<file path="config.mk">
export PLATFORM = sky130hd
export DESIGN_NAME = rf_bist
export DESIGN_NICKNAME = d
export VERILOG_FILES = /design/src/rtl/rf_bist.sv
export SDC_FILE = /design/constraint.sdc
export NUM_CORES = 1
export LEC_CHECK = 0
export BUFFER_PORTS_ARGS = -buffer_cell sky130_fd_sc_hd__buf_2
export CAP_MARGIN = 30
export CORE_MARGIN = 2
export CORE_UTILIZATION = 43
export DETAILED_ROUTE_END_ITERATION = 7
export GPL_TIMING_DRIVEN = 1
export PLACE_DENSITY = 0.68
export SLEW_MARGIN = 20
export SYNTH_ARGS = -nofsm -noshare
export SYNTH_HDL_FRONTEND = slang
export SYNTH_SLANG_ARGS = --single-unit
</file>
<file path="constraint.sdc">
create_clock -name clk -period 4.71 [get_ports clk]
set_input_delay 0.471 -clock clk [delete_from_list [all_inputs] [get_ports clk]]
set_output_delay 0.471 -clock clk [all_outputs]
set_load 0.02 [all_outputs]
</file>
<file path="src/rtl/rf_bist.sv">
// rf_bist: built-in self test for a 1-write / 2-read register file.
// Each register gets ITERS passes of: write an LFSR pattern, read it back on
// port 0, on port 1, then on both ports at once. Mismatches are counted
// (saturating) and the first failing address is latched.
//
// Ports
//   clk, reset_n            : clock, synchronous active-low reset
//   start, abort            : begin a run (ignored while busy) / stop a run
//   rf_write_en/waddr/wdata : register-file write command
//   rf_read_en[1:0]         : per-port read enable (bit0 port 0, bit1 port 1)
//   rf_raddr_0/1            : read addresses
//   rf_rdata_0/1            : read data, combinational from the register file
//   busy, done, pass        : run status; pass = done with zero errors
//   err_count               : mismatching port reads, saturates at 16'hFFFF
//   first_err_addr/_valid   : address of the first mismatch
module rf_bist #(
  parameter int          DATA_W   = 64,
  parameter int          ADDR_W   = 6,
  parameter int          NUM_REGS = 64,
  parameter int          ITERS    = 64,
  parameter logic [63:0] SEED     = 64'h0123_4567_89AB_CDEF
) (
  input  logic              clk,
  input  logic              reset_n,
  input  logic              start,
  input  logic              abort,
  output logic              rf_write_en,
  output logic [ADDR_W-1:0] rf_waddr,
  output logic [DATA_W-1:0] rf_wdata,
  output logic [1:0]        rf_read_en,
  output logic [ADDR_W-1:0] rf_raddr_0,
  output logic [ADDR_W-1:0] rf_raddr_1,
  input  logic [DATA_W-1:0] rf_rdata_0,
  input  logic [DATA_W-1:0] rf_rdata_1,
  output logic              busy,
  output logic              done,
  output logic              pass,
  output logic [15:0]       err_count,
  output logic [ADDR_W-1:0] first_err_addr,
  output logic              first_err_valid
);

  localparam int                ITER_W    = (ITERS > 1) ? $clog2(ITERS) : 1;
  localparam logic [ITER_W-1:0] ITER_LAST = ITER_W'(ITERS - 1);
  localparam logic [ADDR_W-1:0] ADDR_LAST = ADDR_W'(NUM_REGS - 1);
  // Taps for x^64+x^63+x^61+x^60+1: bits 63, 62, 60, 59.
  localparam logic [63:0]       TAPS      = 64'hD800_0000_0000_0000;
  localparam int                REPS      = (DATA_W + 63) / 64;

  typedef enum logic [2:0] {IDLE, WRITE, RD0, RD1, RDB, DONE} state_t;

  state_t              state, state_nxt;
  logic [ADDR_W-1:0]   addr;
  logic [ITER_W-1:0]   iter;
  logic [63:0]         lfsr;
  logic [DATA_W-1:0]   expected;
  logic [REPS*64-1:0]  lfsr_rep;
  logic [DATA_W-1:0]   lfsr_data;
  logic                start_ok;
  logic                last_step;
  logic                miss_0, miss_1;
  logic [1:0]          miss_cnt;
  logic [16:0]         err_sum;

  // Pattern is the LFSR truncated, or replicated when DATA_W exceeds 64.
  assign lfsr_rep  = {REPS{lfsr}};
  assign lfsr_data = lfsr_rep[DATA_W-1:0];

  assign start_ok  = ((state == IDLE) || (state == DONE)) && start && !abort;
  assign last_step = (addr == ADDR_LAST) && (iter == ITER_LAST);

  assign miss_0    = rf_read_en[0] && (rf_rdata_0 != expected);
  assign miss_1    = rf_read_en[1] && (rf_rdata_1 != expected);
  assign miss_cnt  = {1'b0, miss_0} + {1'b0, miss_1};
  assign err_sum   = {1'b0, err_count} + {15'd0, miss_cnt};

  assign busy = (state == WRITE) || (state == RD0) || (state == RD1) || (state == RDB);
  assign done = (state == DONE);
  assign pass = done && (err_count == '0);

  always_ff @(posedge clk) begin
    if (!reset_n) state <= IDLE;
    else          state <= state_nxt;
  end

  always_comb begin
    state_nxt  = state;
    rf_write_en = 1'b0;
    rf_waddr    = '0;
    rf_wdata    = '0;
    rf_read_en  = 2'b00;
    rf_raddr_0  = '0;
    rf_raddr_1  = '0;
    case (state)
      IDLE, DONE: begin
        if (start_ok) state_nxt = WRITE;
      end
      WRITE: begin
        rf_write_en = 1'b1;
        rf_waddr    = addr;
        rf_wdata    = lfsr_data;
        state_nxt   = abort ? IDLE : RD0;
      end
      RD0: begin
        rf_read_en = 2'b01;
        rf_raddr_0 = addr;
        state_nxt  = abort ? IDLE : RD1;
      end
      RD1: begin
        rf_read_en = 2'b10;
        rf_raddr_1 = addr;
        state_nxt  = abort ? IDLE : RDB;
      end
      RDB: begin
        rf_read_en = 2'b11;
        rf_raddr_0 = addr;
        rf_raddr_1 = addr;
        if (abort)          state_nxt = IDLE;
        else if (last_step) state_nxt = DONE;
        else                state_nxt = WRITE;
      end
      default: state_nxt = IDLE;
    endcase
  end

  always_ff @(posedge clk) begin
    if (!reset_n) begin
      addr            <= '0;
      iter            <= '0;
      lfsr            <= SEED;
      expected        <= '0;
      err_count       <= '0;
      first_err_addr  <= '0;
      first_err_valid <= 1'b0;
    end else begin
      if (start_ok) begin
        addr            <= '0;
        iter            <= '0;
        lfsr            <= SEED;
        err_count       <= '0;
        first_err_addr  <= '0;
        first_err_valid <= 1'b0;
      end
      if (state == WRITE) begin
        expected <= lfsr_data;
        lfsr     <= {lfsr[62:0], ^(lfsr & TAPS)};
      end
      if (state == RDB && !last_step) begin
        if (iter == ITER_LAST) begin
          iter <= '0;
          addr <= addr + 1'b1;
        end else begin
          iter <= iter + 1'b1;
        end
      end
      // Read data is checked on the edge leaving each read state, including
      // an aborting edge; start_ok never coincides with a read state.
      if (miss_cnt != 2'd0) begin
        err_count <= err_sum[16] ? 16'hFFFF : err_sum[15:0];
        if (!first_err_valid) begin
          first_err_addr  <= addr;
          first_err_valid <= 1'b1;
        end
      end
    end
  end

endmodule

</file>
==> impl_metrics.csv <==
group,metric,value,unit
sta,tightest_slew,0.873,ns
worst_setup_path,path_class,"reg -> reg",
grt,grt_pass1_wl,40600,um
clocking,clock-sinks,166,
pwr,ir_drop,0.239,mV
floorplan,start_util,0.437,
clocking,cts_buffer_depth,2,
yosys,async_flop_share,0,
pwr,power_frac_comb,0.118,
yosys,synth-xor-area-share,0.147,
sta,rsz0062_at_grt,"no",
clocking,cts-buffers-inserted,17,
placement,hpwl,20400,um
drt,routedWlPerCell,17.9,um
finish,utilization,0.542,
flow_run,maxCapViolCount,0,
finish,area_growth,24.0,%
clocking,cts_root_buf,"clkbuf_16",
clocking,clk_latency,0.44,ns
drt,drt_iter0_markers,529,
grt,antenna_found_initial,0,
yosys,synth_top_family_by_area,"simple AND/OR/NAND/NOR gates",
yosys,ys.flop_type,"dfxtp_1",
drt,route.detailed.drc,0,
pwr,powerDensity,322,nW/um2
pwr,seq_power_share,0.455,
yosys,synth_nets,1185,
placement,place_area,9550,um2
grt,track_usage,0.263,
clocking,cts-resized-gates,0,
finish,fin_nets,1399,
drt,drt-total-wl,27000,um
floorplan,die_y,142,um
grt,first_global_vias,7186,
pwr,sw_frac_of_total,0.294,
sta,setup_viol,0,
worst_hold_path,hold_path.class,"in -> reg",
drt,vias_per_cell,5.32,
finish,multi_input_area,4350,um2
worst_setup_path,cp_max_fo,7,
outcome,status,"finished clean",
pwr,p_leak,4.86,nW
floorplan,io_pins,243,
clocking,htree_num_levels,4,
sta,tns,0,ns
placement,portBuffers,242,
grt,grt_max_degree,61,
finish,fin_area,10100,um2
yosys,ys_warn_count,0,
sta,max_slew_margin,0.416,
drt,num_vias,8015,
pwr,p_clk_frac,0.427,
drt,drt_first_pass_iters,5,
placement,gp_congestion,0.911,
yosys,synth_area_leaders,"dfxtp_1 41%, nand2_1 8.1%, a21oi_1 7.6%",
sta,slew_violations,0,
pwr,switchingPower,961,uW
pwr,p_int,2.31,mW
yosys,netlist_area,8180,um2
worst_setup_path,cp-start-kind,"flop",
floorplan,die_w,142,um
grt,gr-total-overflow,0,
worst_setup_path,cp-end-kind,"flop",
yosys,synthMuxAreaShare,0.00122,
sta,hold_viol,0,
clocking,path_clk_slew,0.07,ns
clocking,postCtsSetupBuffers,0,
clocking,cts_tree,"yes",
sta,period_share,0.897,
yosys,ys_seq_area_frac,0.406,
yosys,synth_adder_area_share,0.0116,
yosys,synth-simple-area-share,0.234,
yosys,yosys.area.top_type,"dfxtp_1",
yosys,synth_compound_area_frac,0.135,
yosys,synth-seq-cells,166,
yosys,avgSynthCellArea,7.82,um2
finish,diodes,0,
yosys,synth_cells,1046,
sta,clock_skew,0.0133,ns
sta,fin_crit,4.22,ns
worst_setup_path,cp.required,5.05,ns
drt,final_antenna_net_count,0,
finish,n_fill_cell,1826,
finish,drive_above_1_share,0.237,
yosys,synth_top_area_share,0.406,
floorplan,row_count,50,
clocking,cts_hold_buf,0,
floorplan,core_area,18700,um2
worst_setup_path,cp.arrival,4.56,ns
yosys,synth_edf_count,0,
sta,maxClockFrequency,237,MHz
finish,seq_area,3320,um2
yosys,synthDistinctLibCells,59,
floorplan,dieArea,20100,um2
## registers in the layout, summed over array words and instances (netlist names)
register,cells
addr,6
first_err_valid,1
err_count,16
lfsr,64
expected,64
state,3
iter,6
first_err_addr,6
## power groups by stage
stage	registers, mW	clock network [mW]	logic (mW)
after global placement	1.52	0	0.378
after detailed placement	1.52	0	0.383
after CTS	1.49	1.41	0.384
final	1.49	1.40	0.386
after global routing	1.49	1.47	0.420
after floorplan	1.50	0	0.229
## logic make-up (layout without fill, tap and decap cells)
logic type / after synthesis / after routing
multiplexers: 1 / 1
buffers and inverters: 132 / 359
AND/OR/NAND/NOR: 400 / 400
XOR/XNOR: 137 / 137
adder cells (fa/ha/maj): 7 / 7
AO/OA/AOI/OAI: 203 / 203
flip-flops: 166 / 166
## area by class of cell
| cell class | count | share of cell area |
|---|---|---|
| inverter | 75 | 0.0279 |
| multi-input combinational | 748 | 0.428 |
| clock inverter | 15 | 0.0165 |
| tap | 234 | 0.0289 |
| clock buffer | 17 | 0.0419 |
| timing repair buffer | 252 | 0.129 |
| sequential | 166 | 0.328 |
## per-layer routing
| metal | global-route usage | wire length (um) | vias up |
|---|---|---|---|
| li1 | - | - | 3924 |
| met1 | 0.364 | 12100 | 3783 |
| met2 | 0.425 | 12800 | 283 |
| met3 | 0.0464 | 1740 | 25 |
| met4 | 0.0674 | 370 | 0 |
| met5 | 0 | 0 | - |
## through the flow
stage	hold slack (ns)	std cells	power, mW	setup slack (ns)
2_1_floorplan	0.437	1046	1.73	1.35
3_3_place_gp	0.442	1474	1.90	0.453
3_5_place_dp	0.447	1475	1.90	0.378
4_1_cts	0.209	1507	3.28	0.565
5_1_grt	0.224	1507	3.38	0.383
6_report	0.216	1507	3.27	0.487
## synthesized netlist by cell type, types with 22 or more instances
cell      count
nor2_1       59
nand2_1     177
xnor2_1      69
xor2_1       68
inv_1        73
a21oi_1     125
o21ai_0      44
clkbuf_1     32
nand4_1      22
nor4_1       26
dfxtp_1     166
nor3_1       43
## worst paths after layout
| kind | startpoint | to | slack, ns | cells after the start |
|---|---|---|---|---|
| hold reg to reg | lfsr[12] | lfsr[12] | 0.46 | 2 |
| setup / recovery | expected[6] | err_count[2] | 0.49 | 13 |
| setup reg to reg | expected[6] | err_count[2] | 0.49 | 13 |
| hold / removal | abort | state[1] | 0.22 | 2 |
## worst max-delay path, stage by stage (launching register included)
cell	delay (ns)
dfxtp_1	0.34
xor2_1	0.21
nor4_1	0.72
nand4_1	0.27
o31a_1	0.34
ha_1	0.29
ha_1	0.16
inv_1	0.06
fa_1	0.40
nand3b_1	0.33
nor3_2	0.36
and3_1	0.34
o21ai_0	0.14
a21oi_1	0.16
## placed cells by master (no fill, tap or decap), types with 2 or more instances in the layout
master,Yosys,layout
buf_2,21,242
nand2_1,177,177
dfxtp_1,166,166
a21oi_1,125,125
inv_1,73,73
xnor2_1,69,69
xor2_1,68,68
nor2_1,59,58
o21ai_0,44,44
nor3_1,43,43
nor4_1,26,26
nand4_1,22,22
and2_1,21,21
clkbuf_16,0,17
nand3_1,13,13
inv_8,0,9
buf_4,1,9
o21ai_1,6,6
a31oi_1,6,6
and3_1,6,6
ha_1,6,6
nor2b_1,4,4
and4_1,4,4
a22oi_1,4,4
nor3b_1,3,3
o31ai_1,2,2
o31a_1,2,2
or4_1,2,2
nor3_4,1,2
or3_1,2,2
nand3b_1,2,2
nand4b_1,2,2
a311oi_1,2,2
a41o_1,2,2
or2_2,2,2
inv_6,0,2
clkinv_8,0,2
(Power assumes the default switching activity.)
